[config.mk]
export PLATFORM = sky130hd
export DESIGN_NAME = async_fifo_wr_ctrl
export DESIGN_NICKNAME = d
export VERILOG_FILES = /design/src/rtl/async_fifo_wr_ctrl.sv
export SDC_FILE = /design/constraint.sdc
export NUM_CORES = 1
export LEC_CHECK = 0
export ABC_CLOCK_PERIOD_IN_PS = 6900
export CAP_MARGIN = 20
export CORE_MARGIN = 3
export CORE_UTILIZATION = 46
export CTS_CLUSTER_SIZE = 12
export DETAILED_ROUTE_END_ITERATION = 8
export HOLD_SLACK_MARGIN = 0.1
export PLACE_DENSITY_LB_ADDON = 0.08
export SLEW_MARGIN = 25
export SYNTH_ARGS = -nofsm -noshare
export SYNTH_HDL_FRONTEND = slang
export SYNTH_SLANG_ARGS = --single-unit
export TNS_END_PERCENT = 20
[constraint.sdc]
create_clock -name clk_i -period 6.9 [get_ports clk_i]
set_clock_uncertainty 0.15 [all_clocks]
set_input_delay 0.69 -clock clk_i [delete_from_list [all_inputs] [get_ports clk_i]]
set_output_delay 0.69 -clock clk_i [all_outputs]
set_load 0.03 [all_outputs]
[src/rtl/async_fifo_wr_ctrl.sv]
// async_fifo_wr_ctrl: write-domain pointer, Gray export and full/level tracking for a dual-clock FIFO
module async_fifo_wr_ctrl #(
  parameter int ADDR_WIDTH  = 4,
  parameter int AFULL_LEVEL = 2**ADDR_WIDTH - 1
) (
  input  logic                  clk_i,
  input  logic                  rst_i,
  input  logic                  wr_en_i,
  input  logic [ADDR_WIDTH:0]   rptr_gray_i,
  output logic                  wr_ce_o,
  output logic [ADDR_WIDTH-1:0] wr_addr_o,
  output logic [ADDR_WIDTH:0]   wptr_gray_o,
  output logic                  full_o,
  output logic                  afull_o,
  output logic [ADDR_WIDTH:0]   level_o,
  output logic                  overflow_o
);
  localparam int PW    = ADDR_WIDTH + 1;
  localparam int DEPTH = 2**ADDR_WIDTH;
  logic [PW-1:0] wptr_bin, wptr_next, rptr_bin, lvl;
  for (genvar i = 0; i < PW; i++) begin : g_g2b
    assign rptr_bin[i] = ^(rptr_gray_i >> i);
  end
  always_comb begin
    wr_ce_o   = wr_en_i & ~full_o & ~rst_i;
    wr_addr_o = wptr_bin[ADDR_WIDTH-1:0];
    wptr_next = wptr_bin + {{ADDR_WIDTH{1'b0}}, wr_ce_o};
    lvl       = wptr_next - rptr_bin;
  end
  // lvl above DEPTH only arises from a corrupt read pointer; >= keeps writes blocked then
  always_ff @(posedge clk_i) begin
    if (rst_i) begin
      wptr_bin    <= '0;
      wptr_gray_o <= '0;
      full_o      <= 1'b0;
      afull_o     <= 1'b0;
      level_o     <= '0;
      overflow_o  <= 1'b0;
    end else begin
      wptr_bin    <= wptr_next;
      wptr_gray_o <= wptr_next ^ (wptr_next >> 1);
      level_o     <= lvl;
      full_o      <= lvl >= PW'(DEPTH);
      afull_o     <= lvl >= PW'(AFULL_LEVEL);
      overflow_o  <= overflow_o | (wr_en_i & full_o);
    end
  end
endmodule

==> results of run 1 <==
==> critical path: cells and delay by family <==
family | cells | cell delay (ns)
buf+inv | 2 | 0.80
xor+xnor | 3 | 0.70
simple gates | 3 | 0.64
fa+ha+maj | 2 | 0.59
compound gates | 2 | 0.26
==> state kept, by name (all words and copies together) (netlist names) <==
name and flops:
afull_o 1, full_o 1, wptr_bin 4, overflow_o 1, level_o 4, wptr_gray_o 5
==> final cells by class <==
type,count,area [µm²]
repair buffers,25,250
multi-input cells,53,410
fillers,128,485
clock buffers,4,36.3
well taps,16,20.0
inverters,5,18.8
flip-flops and latches,16,320
==> kinds of logic (layout without fill, tap and decap cells) <==
kind of cell / after synthesis / count (layout)
AO/OA/AOI/OAI: 4 / 4
buffers and inverters: 8 / 34
XOR/XNOR: 16 / 16
flip-flops: 16 / 16
adder cells (fa/ha/maj): 7 / 7
AND/OR/NAND/NOR: 26 / 26
==> per-stage QoR <==
stage	utilization [%]	worst slack [ns]
3_3_place_gp	66.2	2.97
5_1_grt	68.5	2.91
2_1_floorplan	-	3.13
3_5_place_dp	66.2	2.93
4_1_cts	68.5	3.23
6_report	68.5	3.24
==> report_power, final <==
| part | leakage (nW) | total, mW | internal, mW | switching, mW |
|---|---|---|---|---|
| logic | 0.321 | 0.0889 | 0.0398 | 0.0491 |
| registers | 0.131 | 0.105 | 0.102 | 0.00344 |
| clock network | 0.0210 | 0.0614 | 0.0321 | 0.0293 |
==> how the worst max path moves through the flow <==
stage / depth (start not counted) / startpoint / end
final: 12 / rst_i / afull_o
after CTS: 12 / rst_i / afull_o
after global placement: 12 / rst_i / afull_o
after detailed placement: 12 / rst_i / afull_o
after global routing: 12 / rst_i / afull_o
after floorplan: 12 / rst_i / afull_o
==> routing by layer <==
layer | vias up | wire [µm] | global-route usage, %
met5 | - | 0 | 0
met4 | 0 | 13 | 8.29
met3 | 2 | 88 | 3.45
met2 | 14 | 696 | 23.3
met1 | 247 | 619 | 18.3
li1 | 299 | - | -
==> placed cells by master, fill, tap and decap left out <==
cell type and count:
xnor2_1 7, ha_1 6, fa_1 1, clkbuf_8 1, a21oi_1 2, nand2b_1 1, or4_1 1, nor3b_1 1
nand2_1 1, o22ai_1 1, nand4_1 1, dfxtp_1 16, xnor3_2 1, nor2b_1 1, inv_1 5, nand3_1 1
nor2_1 18, xnor3_1 1, xor2_1 7, nor3_1 1, a221oi_2 1, clkdlybuf4s50_1 25, clkbuf_4 3
==> key figures, run 1 <==
Clocking
  • Clock tree buffer depth: 2
  • Root Driver: clkbuf_4
  • Post CTS Setup Buffer Count: 0
  • Clock-pin slew on the worst setup and hold paths: 0.09 ns
  • Hold Buf Count CTS: 0
  • TritonCTS clock tree: yes
  • Post-cts sizing count: 0
  • Clock Latency Late Sink: 0.28 ns
  • H-Tree Level Count: 1
  • CTS buffer count: 3
  • Clk sinks: 16

Global route
  • First-pass GRT wire length: 2210 µm
  • Largest net degree at the start of global routing: 19
  • Initial antenna violation count: 0
  • Gr usage total: 14.7%
  • Total gr overflow: 0
  • Vias in the first global route: 514

Timing
  • Slew headroom: 60.8%
  • Worst slew pin tran: 0.586 ns
  • Fin crit share: 53.1%
  • WHS: 0.331 ns
  • Hold Vio Cnt, Final: 0
  • Final setup viols: 0
  • Tmin final: 3.66 ns
  • F_max: 0.273 GHz
  • Setup TNS: 0 ns
  • RSZ-0062 raised after global routing: no
  • Slew Limit Fails: 0

Final layout
  • Antenna cells: 0
  • Share of cells above drive strength 1: 5.83%
  • Nets@finish: 119
  • Final Non-Filler Cells: 119
  • Design Area, Final: 1060 µm²
  • Synth-to-Final Area Change: 38.1%

Worst hold path
  • Hold Path Origin: overflow_o
  • Hold path cells: 2
  • Worst Hold Path EP: overflow_o
  • Hold crit path type: flop to flop

Detailed routing
  • Wire per inst: 11.9 µm
  • Vias per inst: 4.72
  • DRC Markers: 0
  • WL final: 1420 µm
  • First-pass iteration count of the detailed router: 3
  • Initial DRC count: 3
  • Vias: 562
  • Post-route ant nets: 0

Critical path
  • Crit path kind: input pin to flop
  • CP required: 6.90 ns
  • CP max-delay cell: clkdlybuf4s50_1
  • Worst reg-to-reg path cell count: 11
  • Worst flop-to-flop path endpoint: afull_o
  • Setup crit end kind: flop
  • Crit-path max FO: 18
  • Worst r2r src: full_o
  • CP startpoint kind: input pin
  • Slowest stage delay, CP: 0.71 ns
  • Worst R2R Setup Slack: 4.15 ns
  • Worst EP arrival: 3.67 ns
  • Critical-path cell list: clkdlybuf4s50_1, nor3b_1, ha_1, nand2_1, xor2_1, inv_1, ha_1, nand2b_1, a21oi_1, xor2_1, xnor2_1, o22ai_1

Logic synthesis
  • Cell taking the most area after synthesis: dfxtp_1
  • Most common flop cell mapped by yosys: dfxtp_1
  • Seq cells post-synth: 16
  • Async SR Flop Fraction: 0%
  • Syn_nets: 92
  • Syn Inst Count: 77
  • Largest family of logic cells by synthesized area: XOR/XNOR gates
  • XOR/XNOR share of the synthesized area: 22.1%
  • Synth cell count leaders: nor2_1 (18), dfxtp_1 (16), xnor2_1 (7), xor2_1 (7), ha_1 (6)
  • EDFF count, synth: 0
  • Post-synth cell types: 23
  • Dominant cells by area after synthesis: dfxtp_1 (42%), ha_1 (9.8%), nor2_1 (8.8%)
  • Synth Area in Adders: 12.4%
  • Post-synth top area share: 41.9%
  • Area share of and/or/nand/nor cells after synthesis: 15.1%
  • Count leader, synth: nor2_1
  • Compound-Gate Fraction of Synth Area: 4.09%
  • Seq/Total Area, Yosys: 41.9%
  • Mapped Area: 764 µm²
  • Synth warn: 0
  • Mux cell area share after synthesis: 0%
  • Syn_area_per_cell: 9.93 µm²

Placement
  • Port bufs: 25
  • RD Place Congestion: 0.738
  • Placed Area: 1020 µm²
  • Placed cells: 115

Floorplanning
  • Io pins: 26
  • Full die area: 2190 µm²
  • Die Ht: 46.8 µm
  • Cell row count: 14
  • Die X: 46.8 µm
  • Starting density of the core: 49.6%
  • CORE AREA: 1540 µm²

Job
  • Max-cap violations: 0

Power
  • Lkg Pwr: 0.473 nW
  • Cell Pwr Density: 242 nW/µm²
  • Power Total: 0.256 mW
  • Worst vdd rail ir drop: 0.000181 V

Status
  • Status: completed
(Power assumes the default switching activity.)
==> run 2: changes to the inputs <==
--- a/config.mk
+++ b/config.mk
@@ -5,10 +5,10 @@
 export SDC_FILE = /design/constraint.sdc
 export NUM_CORES = 1
 export LEC_CHECK = 0
-export ABC_CLOCK_PERIOD_IN_PS = 6900
+export ABC_CLOCK_PERIOD_IN_PS = 3200
 export CAP_MARGIN = 20
 export CORE_MARGIN = 3
-export CORE_UTILIZATION = 46
+export CORE_UTILIZATION = 39
 export CTS_CLUSTER_SIZE = 12
 export DETAILED_ROUTE_END_ITERATION = 8
 export HOLD_SLACK_MARGIN = 0.1
==> constraint.sdc (replaced) <==
create_clock -name clk_i -period 3.2 [get_ports clk_i]
set_clock_uncertainty 0.15 [all_clocks]
set_input_delay 0.32 -clock clk_i [delete_from_list [all_inputs] [get_ports clk_i]]
set_output_delay 0.32 -clock clk_i [all_outputs]
set_load 0.03 [all_outputs]
==> key figures, run 2 (synthesis gave the netlist of run 1 again) <==
Status
  • Status: completed

Global route
  • Met2 usage: 20.7% (-2.7 points)
  • GR Util met3: 3.56% (+0.11 points)
  • First-pass GRT wire length: 2400 µm (+8.7%)
  • Gr busiest metal: met2
  • Vias in the first global route: 593 (+15%)
  • GR Util met1: 14.8% (-3.5 points)
  • Total gr overflow: 0 (unchanged)
  • Initial antenna violation count: 0 (unchanged)
  • Largest net degree at the start of global routing: 18 (-1)
  • Gr usage total: 12.3% (-2.4 points)

Detailed routing
  • Initial DRC count: 8 (+5)
  • Wire per inst: 9.99 µm (-16%)
  • Post-route ant nets: 0 (unchanged)
  • First-pass iteration count of the detailed router: 4 (+1)
  • Vias per inst: 4.44 (-6.0%)
  • DRC Markers: 0 (unchanged)
  • Vias: 595 (+5.9%)
  • WL final: 1340 µm (-5.6%)

Critical path
  • Worst R2R Setup Slack: 0.63 ns (-3.52 ns)
  • CP startpoint kind: input pin
  • Crit path kind: input pin to flop
  • CP max-delay cell: clkdlybuf4s50_1
  • CP required: 3.21 ns (-3.69 ns)
  • Worst EP arrival: 2.93 ns (-0.74 ns)
  • Setup crit end kind: flop
  • Worst path bufs/invs: 1 (-1)
  • Critical-path cell list: clkdlybuf4s50_1, xnor3_2, xor2_1, xnor2_1, ha_1, fa_1, nand2b_1, a21oi_1, xor2_1, xnor2_1, o22ai_1
  • Slowest stage delay, CP: 0.45 ns (-0.26 ns)
  • Crit-path max FO: 2 (-16)
  • Top delay family on crit path: XOR/XNOR gates

Floorplanning
  • CORE AREA: 1780 µm² (+16%)
  • Die X: 50.3 µm (+7.5%)
  • Full die area: 2530 µm² (+16%)
  • Cell row count: 15 (+1)
  • Die Ht: 50.3 µm (+7.5%)
  • Io pins: 26 (unchanged)
  • Starting density of the core: 42.9% (-6.7 points)

Clocking
  • Post-cts sizing count: 0 (unchanged)
  • Post CTS Setup Buffer Count: 0 (unchanged)
  • CTS buffer count: 3 (unchanged)
  • Clk sinks: 16 (unchanged)
  • H-Tree Level Count: 1 (unchanged)
  • Clock Latency Late Sink: 0.27 ns (about the same)
  • Clock-pin slew on the worst setup and hold paths: 0.08 ns (about the same)
  • Hold Buf Count CTS: 0 (unchanged)
  • Clock tree buffer depth: 2 (unchanged)
  • Root Driver: clkbuf_4
  • TritonCTS clock tree: yes

Timing
  • Tmin final: 2.92 ns
  • WHS: 0.326 ns (-0.00451 ns)
  • Fin crit share: 91.4%
  • Final setup viols: 0 (unchanged)
  • Slew headroom: 75.9% (+15 points)
  • F_max: 0.342 GHz
  • Worst slew pin tran: 0.359 ns (-0.227 ns)
  • RSZ-0062 raised after global routing: no
  • Setup TNS: 0 ns (unchanged)
  • Final WS setup: 0.276 ns (-2.96 ns)
  • Hold Vio Cnt, Final: 0 (unchanged)
  • Slew Limit Fails: 0 (unchanged)

Final layout
  • Layout fillers: 163 (+27%)
  • Max FFs per register: 5 (unchanged)
  • Synth-to-Final Area Change: 45.3%
  • Most common cell after layout, fill and taps aside: clkdlybuf4s50_1
  • Nets@finish: 126 (+5.9%)
  • Antenna cells: 0 (unchanged)
  • Top flop regs: wptr_gray_o (5), level_o (4), wptr_bin (4)
  • Reg with most FFs: wptr_gray_o
  • Share of cells above drive strength 1: 11.9% (+6.1 points)
  • Commonest cells after routing, fill and taps aside: clkdlybuf4s50_1 (25), nor2_1 (18), dfxtp_1 (16)
  • Design Area, Final: 1110 µm² (+5.2%)

Placement
  • Placed Area: 1090 µm² (+6.7%)
  • Pre-CTS setup slack: -0.0609 ns (-2.99 ns)
  • Port bufs: 25 (unchanged)
  • Hpwl dp: 1160 µm
  • RD Place Congestion: 0.737 (-0.19%)

Power
  • Cell Pwr Density: 473 nW/µm² (+95%)
  • Lkg Pwr: 0.500 nW (+5.6%)
  • Worst vdd rail ir drop: 0.000314 V (+73%)

Worst hold path
  • Hold crit path type: flop to flop

Job
  • Max-cap violations: 0 (unchanged)
## run 2: cell types whose count changed in the layout (fill, tap and decap cells not counted)
cell,before,now
clkbuf_8,1,0
buf_4,0,7
nor3b_2,0,1
nor3b_1,1,0
## run 2: tightest hold or removal path: cells and delay by family (launching register included)
family / cells / cell delay [ns]
flip-flops: 1 / 0.33
AND/OR/NAND/NOR: 1 / 0.07
AO/OA/AOI/OAI: 1 / 0.04
## run 2: final cells by class
type	count	area, µm²	area share (%)
clock buffers	3	22.5	2.03
well taps	25	31.3	2.82
flip-flops and latches	16	320	28.8
multi-input cells	53	415	37.4
inverters	5	18.8	1.69
repair buffers	32	303	27.3
## run 2: worst paths after layout
| path | startpoint | endpoint | depth (start not counted) |
|---|---|---|---|
| worst max-delay path | rptr_gray_i[2] | afull_o | 11 |
| worst min-delay path | overflow_o | overflow_o | 2 |
| worst max register to register | full_o | afull_o | 10 |
| worst min register to register | overflow_o | overflow_o | 2 |
## run 2: metrics by stage
stage	utilization [%]	std cells	power [mW]
after CTS	62.3	134	0.532
after global routing	62.3	134	0.559
after detailed placement	61.1	131	0.434
final	62.3	134	0.525
after floorplan	-	77	0.357
after global placement	61.1	131	0.430
## run 2: power by group
part | leakage (nW) | switching, mW | internal (mW) | total (mW)
Clock | 0.0138 | 0.0556 | 0.0436 | 0.0991
Sequential | 0.131 | 0.00697 | 0.219 | 0.226
Combinational | 0.355 | 0.106 | 0.0938 | 0.200
## run 2: per-layer routing
metal  up-vias  routed length (µm)
met2        23                 631
met4         0                  13
met3         2                 125
li1        314                   -
met1       256                 568
met5         -                   0
==> run 3: changes to the inputs <==
--- a/config.mk
+++ b/config.mk
@@ -7,12 +7,14 @@
 export LEC_CHECK = 0
 export ABC_CLOCK_PERIOD_IN_PS = 3200
 export CAP_MARGIN = 20
+export CELL_PAD_IN_SITES_DETAIL_PLACEMENT = 2
+export CELL_PAD_IN_SITES_GLOBAL_PLACEMENT = 2
 export CORE_MARGIN = 3
-export CORE_UTILIZATION = 39
+export CORE_UTILIZATION = 23
 export CTS_CLUSTER_SIZE = 12
 export DETAILED_ROUTE_END_ITERATION = 8
 export HOLD_SLACK_MARGIN = 0.1
-export PLACE_DENSITY_LB_ADDON = 0.08
+export PLACE_DENSITY = 0.72
 export SLEW_MARGIN = 25
 export SYNTH_ARGS = -nofsm -noshare
 export SYNTH_HDL_FRONTEND = slang
==> key figures, run 3 (synthesis gave the netlist of run 1 again) <==
Final layout
  • Commonest cells after routing, fill and taps aside: clkdlybuf4s50_1 (25), nor2_1 (18), dfxtp_1 (16)
  • Nets@finish: 126 (unchanged)
  • Layout fillers: 369 (+130%)
  • Area of the multi-input gates: 434 µm² (+4.5%)
  • Reg with most FFs: wptr_gray_o
  • Max FFs per register: 5 (unchanged)
  • FF+latch area: 320 µm² (unchanged)
  • Share of cells above drive strength 1: 15.5% (+3.5 points)
  • Synth-to-Final Area Change: 52.7%
  • Core Util, Final: 37.6% (-25 points)
  • Most common cell after layout, fill and taps aside: clkdlybuf4s50_1
  • Top flop regs: wptr_gray_o (5), level_o (4), wptr_bin (4)
  • Antenna cells: 0 (unchanged)
  • Final Non-Filler Cells: 154 (+15%)

Timing
  • Setup TNS: 0 ns (unchanged)
  • Slew headroom: 75.1% (-0.80 points)
  • Final WS setup: 0.211 ns (-0.0652 ns)
  • F_max: 0.335 GHz (-2.2%)
  • Fin crit share: 93.4% (+2.0 points)
  • Worst slew pin tran: 0.371 ns (+0.0120 ns)
  • Hold Vio Cnt, Final: 0 (unchanged)
  • RSZ-0062 raised after global routing: no
  • Slew Limit Fails: 0 (unchanged)
  • WHS: 0.332 ns (+0.00635 ns)
  • Final setup viols: 0 (unchanged)
  • Tmin final: 2.99 ns (+0.0652 ns)

Floorplanning
  • Cell row count: 20 (+5)
  • Die X: 63.7 µm (+27%)
  • Starting density of the core: 24.6% (-18 points)
  • Full die area: 4050 µm² (+60%)
  • CORE AREA: 3100 µm² (+74%)
  • Io pins: 26 (unchanged)
  • Die Ht: 63.7 µm (+27%)

Detailed routing
  • Vias per inst: 4.09 (-7.9%)
  • Post-route ant nets: 0 (unchanged)
  • Vias: 630 (+5.9%)
  • Initial DRC count: 12 (+4)
  • First-pass iteration count of the detailed router: 2 (-2)
  • DRC Markers: 0 (unchanged)
  • WL final: 2020 µm (+51%)
  • Wire per inst: 13.1 µm (+32%)

Power
  • Lkg Pwr: 0.510 nW (+2.0%)
  • Cell Pwr Density: 487 nW/µm² (+3.1%)
  • Worst vdd rail ir drop: 0.000111 V (-65%)

Critical path
  • Worst r2r src: full_o
  • Worst reg-to-reg path cell count: 10 (unchanged)
  • CP max-delay cell: clkdlybuf4s50_1
  • Worst R2R Setup Slack: 0.54 ns (-0.09 ns)
  • CP startpoint kind: input pin
  • Crit path launch: rptr_gray_i[2]
  • Critical-path cell list: clkdlybuf4s50_1, xnor3_2, xor2_2, xnor2_1, ha_1, fa_1, nand2b_1, a21oi_2, xor2_2, xnor2_1, o22ai_1
  • Crit-path max FO: 2 (unchanged)
  • Slowest stage delay, CP: 0.46 ns (about the same)
  • Worst EP arrival: 2.99 ns (+0.06 ns)
  • Last element of the critical path: afull_o
  • Setup crit end kind: flop
  • CP required: 3.20 ns (about the same)
  • Worst flop-to-flop path endpoint: afull_o
  • Crit path kind: input pin to flop

Clocking
  • TritonCTS clock tree: yes
  • Root Driver: clkbuf_4
  • Clk sinks: 16 (unchanged)
  • Post CTS Setup Buffer Count: 0 (unchanged)
  • Clock Latency Late Sink: 0.27 ns (about the same)
  • CTS buffer count: 3 (unchanged)
  • H-Tree Level Count: 1 (unchanged)
  • Clock-pin slew on the worst setup and hold paths: 0.09 ns (about the same)
  • Clock tree buffer depth: 2 (unchanged)

Global route
  • Gr usage total: 10.9% (-1.4 points)
  • Initial antenna violation count: 0 (unchanged)
  • First-pass GRT wire length: 3440 µm (+43%)
  • Vias in the first global route: 733 (+24%)
  • Total gr overflow: 0 (unchanged)
  • Largest net degree at the start of global routing: 18 (unchanged)

Worst hold path
  • Hold crit path type: flop to flop

Status
  • Status: completed

Placement
  • Port bufs: 25 (unchanged)
  • Placed cells: 150 (+15%)
  • Hpwl dp: 1680 µm (+44%)
  • Pre-CTS setup slack: -0.189 ns (-0.128 ns)
  • RD Place Congestion: 0.652 (-12%)

Job
  • Max-cap violations: 0 (unchanged)
==> run 3: what timing repair did <==
item / CTS / global route
endpoints found under the setup margin: 0 / 2
hold buffers: 0 / 0
resized for setup: 0 / 3
==> run 3: cell type report <==
class,count,area share (%)
Sequential cell,16,27.4
Clock buffer,4,3.11
Tap cell,44,4.72
Timing Repair Buffer,32,25.9
Multi-Input combinational cell,53,37.2
Inverter,5,1.61
==> run 3: how the worst min path moves through the flow <==
stage                     from          to  slack (ns)  depth (start not counted)
global placement    overflow_o  overflow_o        0.30                          2
floorplan              wr_en_i  overflow_o        0.31                          2
detailed placement  overflow_o  overflow_o        0.32                          2
CTS                 overflow_o  overflow_o        0.34                          2
global route        overflow_o  overflow_o        0.37                          2
finish              overflow_o  overflow_o        0.33                          2
==> run 3: critical path: cells and delay by family <==
family | cells | cell delay [ns]
xor+xnor | 5 | 1.11
fa+ha+maj | 2 | 0.62
buf+inv | 1 | 0.46
compound gates | 2 | 0.30
simple gates | 1 | 0.17
==> run 3: layer usage <==
metal | up-vias | global-route usage (%) | share of wire, %
met3 | 2 | 1.78 | 4.2
met1 | 303 | 11.4 | 36
li1 | 309 | - | -
met2 | 16 | 21.1 | 58
met4 | 0 | 4.58 | 1.0
met5 | - | 0 | 0
==> run 3: metrics by stage <==
| step | power (mW) | cell area (µm²) |
|---|---|---|
| global placement | 0.434 | 1110 |
| CTS | 0.576 | 1150 |
| detailed placement | 0.446 | 1110 |
| global route | 0.606 | 1170 |
| floorplan | 0.357 | 769 |
| finish | 0.569 | 1170 |
==> run 3: power breakdown <==
part,switching (mW),internal [mW]
Clock,0.0580,0.0691
Combinational,0.118,0.0966
Sequential,0.00785,0.220
Total,0.184,0.385
